`config.mk`:
```
export PLATFORM = sky130hd
export DESIGN_NAME = key_conditioner
export DESIGN_NICKNAME = d
export VERILOG_FILES = /design/src/rtl/key_pkg.sv /design/src/rtl/key_debounce.sv /design/src/rtl/key_conditioner.sv
export SDC_FILE = /design/constraint.sdc
export NUM_CORES = 1
export LEC_CHECK = 0
export ABC_CLOCK_PERIOD_IN_PS = 3500
export CAP_MARGIN = 15
export CORE_MARGIN = 5
export CORE_UTILIZATION = 50
export DETAILED_ROUTE_END_ITERATION = 10
export GPL_ROUTABILITY_DRIVEN = 0
export PLACE_DENSITY = 0.64
export SLEW_MARGIN = 20
export SYNTH_ARGS = -nofsm -noshare
export SYNTH_HDL_FRONTEND = slang
export SYNTH_SLANG_ARGS = --single-unit
```
`constraint.sdc`:
```
create_clock -name clk -period 3.5 [get_ports clk]
set_clock_uncertainty 0.05 [all_clocks]
set_input_delay 0.35 -clock clk [delete_from_list [all_inputs] [get_ports clk]]
set_output_delay 0.35 -clock clk [all_outputs]
set_load 0.01 [all_outputs]
```
`src/rtl/key_pkg.sv`:
```
// Shared key indices, key count and per-key debounce FSM state type.
package key_pkg;

  localparam int unsigned NUM_KEYS  = 6;
  localparam int unsigned KEY_UP    = 0;
  localparam int unsigned KEY_DOWN  = 1;
  localparam int unsigned KEY_LEFT  = 2;
  localparam int unsigned KEY_RIGHT = 3;
  localparam int unsigned KEY_ENTER = 4;
  localparam int unsigned KEY_ESC   = 5;

  typedef enum logic [1:0] {IDLE, DEB_PRESS, HELD, DEB_RELEASE} key_state_e;

  // Counter width able to hold the largest of the three cycle counts minus one.
  function automatic int unsigned cnt_width(int unsigned a, int unsigned b, int unsigned c);
    int unsigned m;
    m = a;
    if (b > m) m = b;
    if (c > m) m = c;
    return (m > 1) ? $clog2(m) : 1;
  endfunction

endpackage

```
`src/rtl/key_debounce.sv`:
```
// One key: 2-flop synchroniser, sample register, debounce FSM with registered outputs.
// Optional auto-repeat is built only when KEY_AUTO_REPEAT_EN is defined.
module key_debounce
  import key_pkg::*;
#(
  parameter int unsigned DEBOUNCE_CYCLES = 20000,
  parameter int unsigned REPEAT_DELAY    = 500000,
  parameter int unsigned REPEAT_RATE     = 100000
`ifdef KEY_AUTO_REPEAT_EN
  ,
  parameter bit          REPEAT_EN       = 1'b0
`endif
) (
  input  logic clk,
  input  logic rst_n,
  input  logic key_n,
  output logic level,
  output logic press,
  output logic rel
);

  localparam int unsigned CW = cnt_width(DEBOUNCE_CYCLES, REPEAT_DELAY, REPEAT_RATE);
  localparam logic [CW-1:0] ONE      = CW'(1);
  localparam logic [CW-1:0] DEB_LAST = CW'(DEBOUNCE_CYCLES - 1);

  logic [1:0]    sync;
  logic          s;
  key_state_e    state;
  logic [CW-1:0] cnt;

`ifdef KEY_AUTO_REPEAT_EN
  localparam logic [CW-1:0] DELAY_LAST = CW'(REPEAT_DELAY - 1);
  localparam logic [CW-1:0] RATE_LAST  = CW'(REPEAT_RATE - 1);
  logic [CW-1:0] rep_cnt;
  logic          rep_fast;
  logic [CW-1:0] rep_last;
  assign rep_last = rep_fast ? RATE_LAST : DELAY_LAST;
`endif

  always_ff @(posedge clk or negedge rst_n) begin
    if (!rst_n) begin
      sync <= 2'b11;
      s    <= 1'b0;
    end else begin
      sync <= {sync[0], key_n};
      s    <= ~sync[1];
    end
  end

  always_ff @(posedge clk or negedge rst_n) begin
    if (!rst_n) begin
      state    <= IDLE;
      cnt      <= '0;
      level    <= 1'b0;
      press    <= 1'b0;
      rel      <= 1'b0;
`ifdef KEY_AUTO_REPEAT_EN
      rep_cnt  <= '0;
      rep_fast <= 1'b0;
`endif
    end else begin
      press <= 1'b0;
      rel   <= 1'b0;
      unique case (state)
        IDLE: begin
          if (s) begin
            state <= DEB_PRESS;
            cnt   <= ONE;
          end
        end
        DEB_PRESS: begin
          if (!s) begin
            state <= IDLE;
            cnt   <= '0;
          end else if (cnt >= DEB_LAST) begin
            state    <= HELD;
            cnt      <= '0;
            level    <= 1'b1;
            press    <= 1'b1;
`ifdef KEY_AUTO_REPEAT_EN
            rep_cnt  <= '0;
            rep_fast <= 1'b0;
`endif
          end else begin
            cnt <= cnt + ONE;
          end
        end
        HELD: begin
          if (!s) begin
            state   <= DEB_RELEASE;
            cnt     <= ONE;
`ifdef KEY_AUTO_REPEAT_EN
            rep_cnt <= '0;
          end else if (REPEAT_EN) begin
            if (rep_cnt >= rep_last) begin
              press    <= 1'b1;
              rep_cnt  <= '0;
              rep_fast <= 1'b1;
            end else begin
              rep_cnt <= rep_cnt + ONE;
            end
`endif
          end
        end
        DEB_RELEASE: begin
          if (s) begin
            // Bounce back to held: repeat resumes at the fast rate from zero.
            state    <= HELD;
            cnt      <= '0;
`ifdef KEY_AUTO_REPEAT_EN
            rep_cnt  <= '0;
            rep_fast <= 1'b1;
`endif
          end else if (cnt >= DEB_LAST) begin
            state    <= IDLE;
            cnt      <= '0;
            level    <= 1'b0;
            rel      <= 1'b1;
`ifdef KEY_AUTO_REPEAT_EN
            rep_fast <= 1'b0;
`endif
          end else begin
            cnt <= cnt + ONE;
          end
        end
        default: state <= IDLE;
      endcase
    end
  end

endmodule

```
`src/rtl/key_conditioner.sv`:
```
// Six-button front end: one key_debounce per key. Auto-repeat on REPEAT_MASK keys
// is compiled in only when KEY_AUTO_REPEAT_EN is defined.
module key_conditioner
  import key_pkg::*;
#(
  parameter int unsigned DEBOUNCE_CYCLES = 20000,
  parameter int unsigned REPEAT_DELAY    = 500000,
  parameter int unsigned REPEAT_RATE     = 100000
`ifdef KEY_AUTO_REPEAT_EN
  ,
  parameter logic [NUM_KEYS-1:0] REPEAT_MASK = 6'b000011
`endif
) (
  input  logic                clk,
  input  logic                rst_n,
  input  logic [NUM_KEYS-1:0] key_n_i,
  output logic [NUM_KEYS-1:0] key_level,
  output logic [NUM_KEYS-1:0] key_press,
  output logic [NUM_KEYS-1:0] key_release
);

  for (genvar k = 0; k < NUM_KEYS; k++) begin : g_key
    key_debounce #(
      .DEBOUNCE_CYCLES(DEBOUNCE_CYCLES),
      .REPEAT_DELAY   (REPEAT_DELAY),
      .REPEAT_RATE    (REPEAT_RATE)
`ifdef KEY_AUTO_REPEAT_EN
      ,
      .REPEAT_EN      (REPEAT_MASK[k])
`endif
    ) u_key (
      .clk   (clk),
      .rst_n (rst_n),
      .key_n (key_n_i[k]),
      .level (key_level[k]),
      .press (key_press[k]),
      .rel   (key_release[k])
    );
  end

endmodule

```
==> impl_results.md <==
* P&R area growth vs syn at 12.7%
* Antenna cells at 0
* Synthesis-stage register bit count at ~160
* Smallest hold slack at 283 ps
* Count leader, synth: dfrtp_1
* CTS Buffer Depth at 2
* Die H at 135 um
* Ports at 26
* Remaining DRCs at 0
* Crit path max fanout at 17
* Worst slew margin relative to its limit at 0.367
* Final HPWL DP at 9460 um
* Final hold violations at 0
* Kind of critical path: flop to flop
* Std-Cell Core Area at ~15000 um2
* DR WL/cell at approximately 14 um
* Vias/cell at 5.76
* Largest net degree at the start of global routing at 88
* Number of gates resized after CTS at 0
* Top-area cell type share of the netlist area at 0.478
* Root Driver: clkbuf_16
* Worst skew pair latency at about 420 ps
* Initial antenna violation count at 0
* Post-route ant nets at 0
* Fin nets at 794
* Post-synthesis cell count at roughly 770
* Data required, critical path at between 3000 and 4000 ps
* Yosys cell types at between 50 and 60
* Fmax achieved at just under 400 MHz
* Final count of pins violating max slew at 0
* DRT Wirelength at ~14000 um
* Synthesized Nets at slightly below 800
* Number of global-route vias before repair at 5634
* H-tree Lvls at 4
* DRT iter0 DRCs at between 200 and 300
* Post-CTS Repair Setup Buffers at 0
* Mapped Area at between 7000 and 8000 um2
* IO Port Bufs at 25
* Setup TNS at 0 ps
* Synth Warn # at 0
* Crit-path cells: or4_4 -> o21bai_4 -> a2111oi_4 -> nand3_1 -> o311ai_0
* EDFF count, synth at 0
* Max stage delay on crit path at between 800 and 900 ps
* Final number of setup-violating endpoints at 0
* Drt pass-1 iters at 4
* PwrDens at between 400 and 500 nW/um2
* Final Cycle Share at 0.742
* Post-synth top flop: dfrtp_1
* Crit path max-delay family: compound AO/OA/AOI/OAI gates
* CTS tree: done
* Number of buffers created by CTS at 17
* Die W at ~140 um
* Leakage at between 3 and 4 nW
* Core Rows at between 40 and 50
* Crit path max-delay cell type: a2111oi_4
* Number of max-cap violations at 0
* Async SR Flop Fraction at 1.00
* Seq/Total Area, Yosys at 0.518
* Reg clk slew, reported paths at 70 ps
* Outcome: complete, no violations
* Crit path DAT at roughly 2900 ps
* Global Route Usage Sum at 0.165
* Syn avg cell area at about 10 um2
* Die ar. at 18300 um2
* Worst-Margin Slew at 946 ps
* Crit end category: flop
* Final min period at about 2600 ps
* Initial core utilization at 0.512
* Top post-synthesis cells by area: dfrtp_1, nand3_1, dfstp_2
* First-pass GRT wire length at ~25000 um
* Layout cells sized above 1 at 0.0958
* Most instantiated cells after synthesis: dfrtp_1, nand3_1, nand2_1, a21oi_1, inv_1
* Buf/Inv on CP at 0
* Clk sink count at 162
* Via count at a little under 6000
* Peak supply drop at around 320 uV
* Pwr Total at approximately 0.004 W
* Grt ovf at 0
* Yosys top cell by area: dfrtp_1
* Crit path launch type: flop
* RSZ-0062 raised after global routing: false
* Worst Hold Class: input port to flop
-- power by group --
| group | total, W | internal (W) | switching, W |
|---|---|---|---|
| Sequential | 0.00196 | 0.00191 | 0.0000441 |
| Combinational | 0.000199 | 0.0000715 | 0.000127 |
| Clock | 0.00193 | 0.00114 | 0.000790 |
-- stage by stage --
stage,instances,instance area [um2],utilization,worst slack [ps]
after floorplan,767,7850,-,1280
after global placement,971,8200,0.535,1020
after detailed placement,971,8200,0.535,933
after CTS,1004,8830,0.577,941
after global routing,1004,8840,0.577,739
final,1004,8840,0.577,901
-- path summary, 6_finish.rpt --
path,startpoint,endpoint,slack [ps],cells after the start
setup / recovery,g_key[4].u_key.cnt[7]$_DFFE_PN0P_,g_key[4].u_key.cnt[7]$_DFFE_PN0P_,900,5
hold / removal,key_n_i[2],g_key[2].u_key.sync[0]$_DFF_PN1_,280,1
setup reg to reg,g_key[4].u_key.cnt[7]$_DFFE_PN0P_,g_key[4].u_key.cnt[7]$_DFFE_PN0P_,900,5
hold reg to reg,g_key[5].u_key.sync[0]$_DFF_PN1_,g_key[5].u_key.sync[1]$_DFF_PN1_,300,0
max in group asynchronous,rst_n,g_key[0].u_key.sync[0]$_DFF_PN1_,1980,3
min in group asynchronous,rst_n,g_key[0].u_key.cnt[5]$_DFFE_PN0P_,500,2
-- flip-flops by register name, summed over array words and instances, names as in the netlist, named ones only --
signal	flops
g_key.u_key.sync	12
g_key.u_key.press	6
g_key.u_key.rel	6
g_key.u_key.state	6
g_key.u_key.cnt	114
g_key.u_key.s	6
g_key.u_key.level	6
-- cell usage in the layout, fill, tap and decap left out, drive strengths merged, types with 3 or more instances in the layout --
cell           synthesis  layout
buf                   24       6
nor3b                  6       6
o21ai                 29      29
a41oi                  3       3
a2111oi                5       5
a21o                  16      16
mux2i                 16      16
a22o                  13      13
nor4b                  5       5
nand2                 74      74
nor4                   9       9
inv                   38      44
a21boi                 6       6
o311ai                15      15
clkbuf                13      17
clkinvlp               0       3
dfstp                 12      12
a211o                 10      10
mux2                   5       5
a221o                  5       5
nor2                  36      36
and4b                  4       4
clkdlybuf4s50          0      24
bufinv                 0       3
o22a                   4       4
dfrtp                150     150
xor2                   6       6
and3                  15      15
o41ai                  3       3
or4                   12      12
a21oi                 44      44
nand4                 15      15
o21a                   7       7
or3                   15      15
clkinv                 0       3
and2                  32      32
ha                     6       6
nor3                  16      16
a2111o                 3       3
nand3                 77      77
-- per-layer routing --
layer / up-vias / part of all wire / global-route usage / wire length (um)
met2: 94 / 0.47 / 0.262 / 6720
li1: 2838 / - / - / -
met3: 9 / 0.034 / 0.0412 / 487
met5: - / 0 / 0 / 0
met4: 0 / 0.0095 / 0.0526 / 136
met1: 2840 / 0.48 / 0.223 / 6910
-- cell type report --
type | instances | area (um2)
Inverter | 38 | 143
Sequential cell | 162 | 4070
Multi-Input combinational cell | 530 | 3430
Timing Repair Buffer | 31 | 312
Clock inverter | 15 | 196
Clock buffer | 17 | 425
Tap cell | 211 | 264
Fill cell | 1331 | 6470
-- logic make-up (layout without fill, tap and decap cells) --
logic type / count (synthesis) / in the layout / synth area share
mux: 21 / 21 / 0.0276
fa+ha+maj: 6 / 6 / 0.00957
xor+xnor: 6 / 6 / 0.00670
flops: 162 / 162 / 0.518
buf+inv: 75 / 101 / 0.0461
simple gates: 322 / 322 / 0.215
compound gates: 175 / 175 / 0.176
-- repair_timing --
| action | in CTS | in global routing |
|---|---|---|
| setup endpoints to repair | 0 | 0 |
| hold buffers | 1 | 0 |
| endpoints found under the hold margin | 80 | 0 |
(Power assumes the default switching activity.)
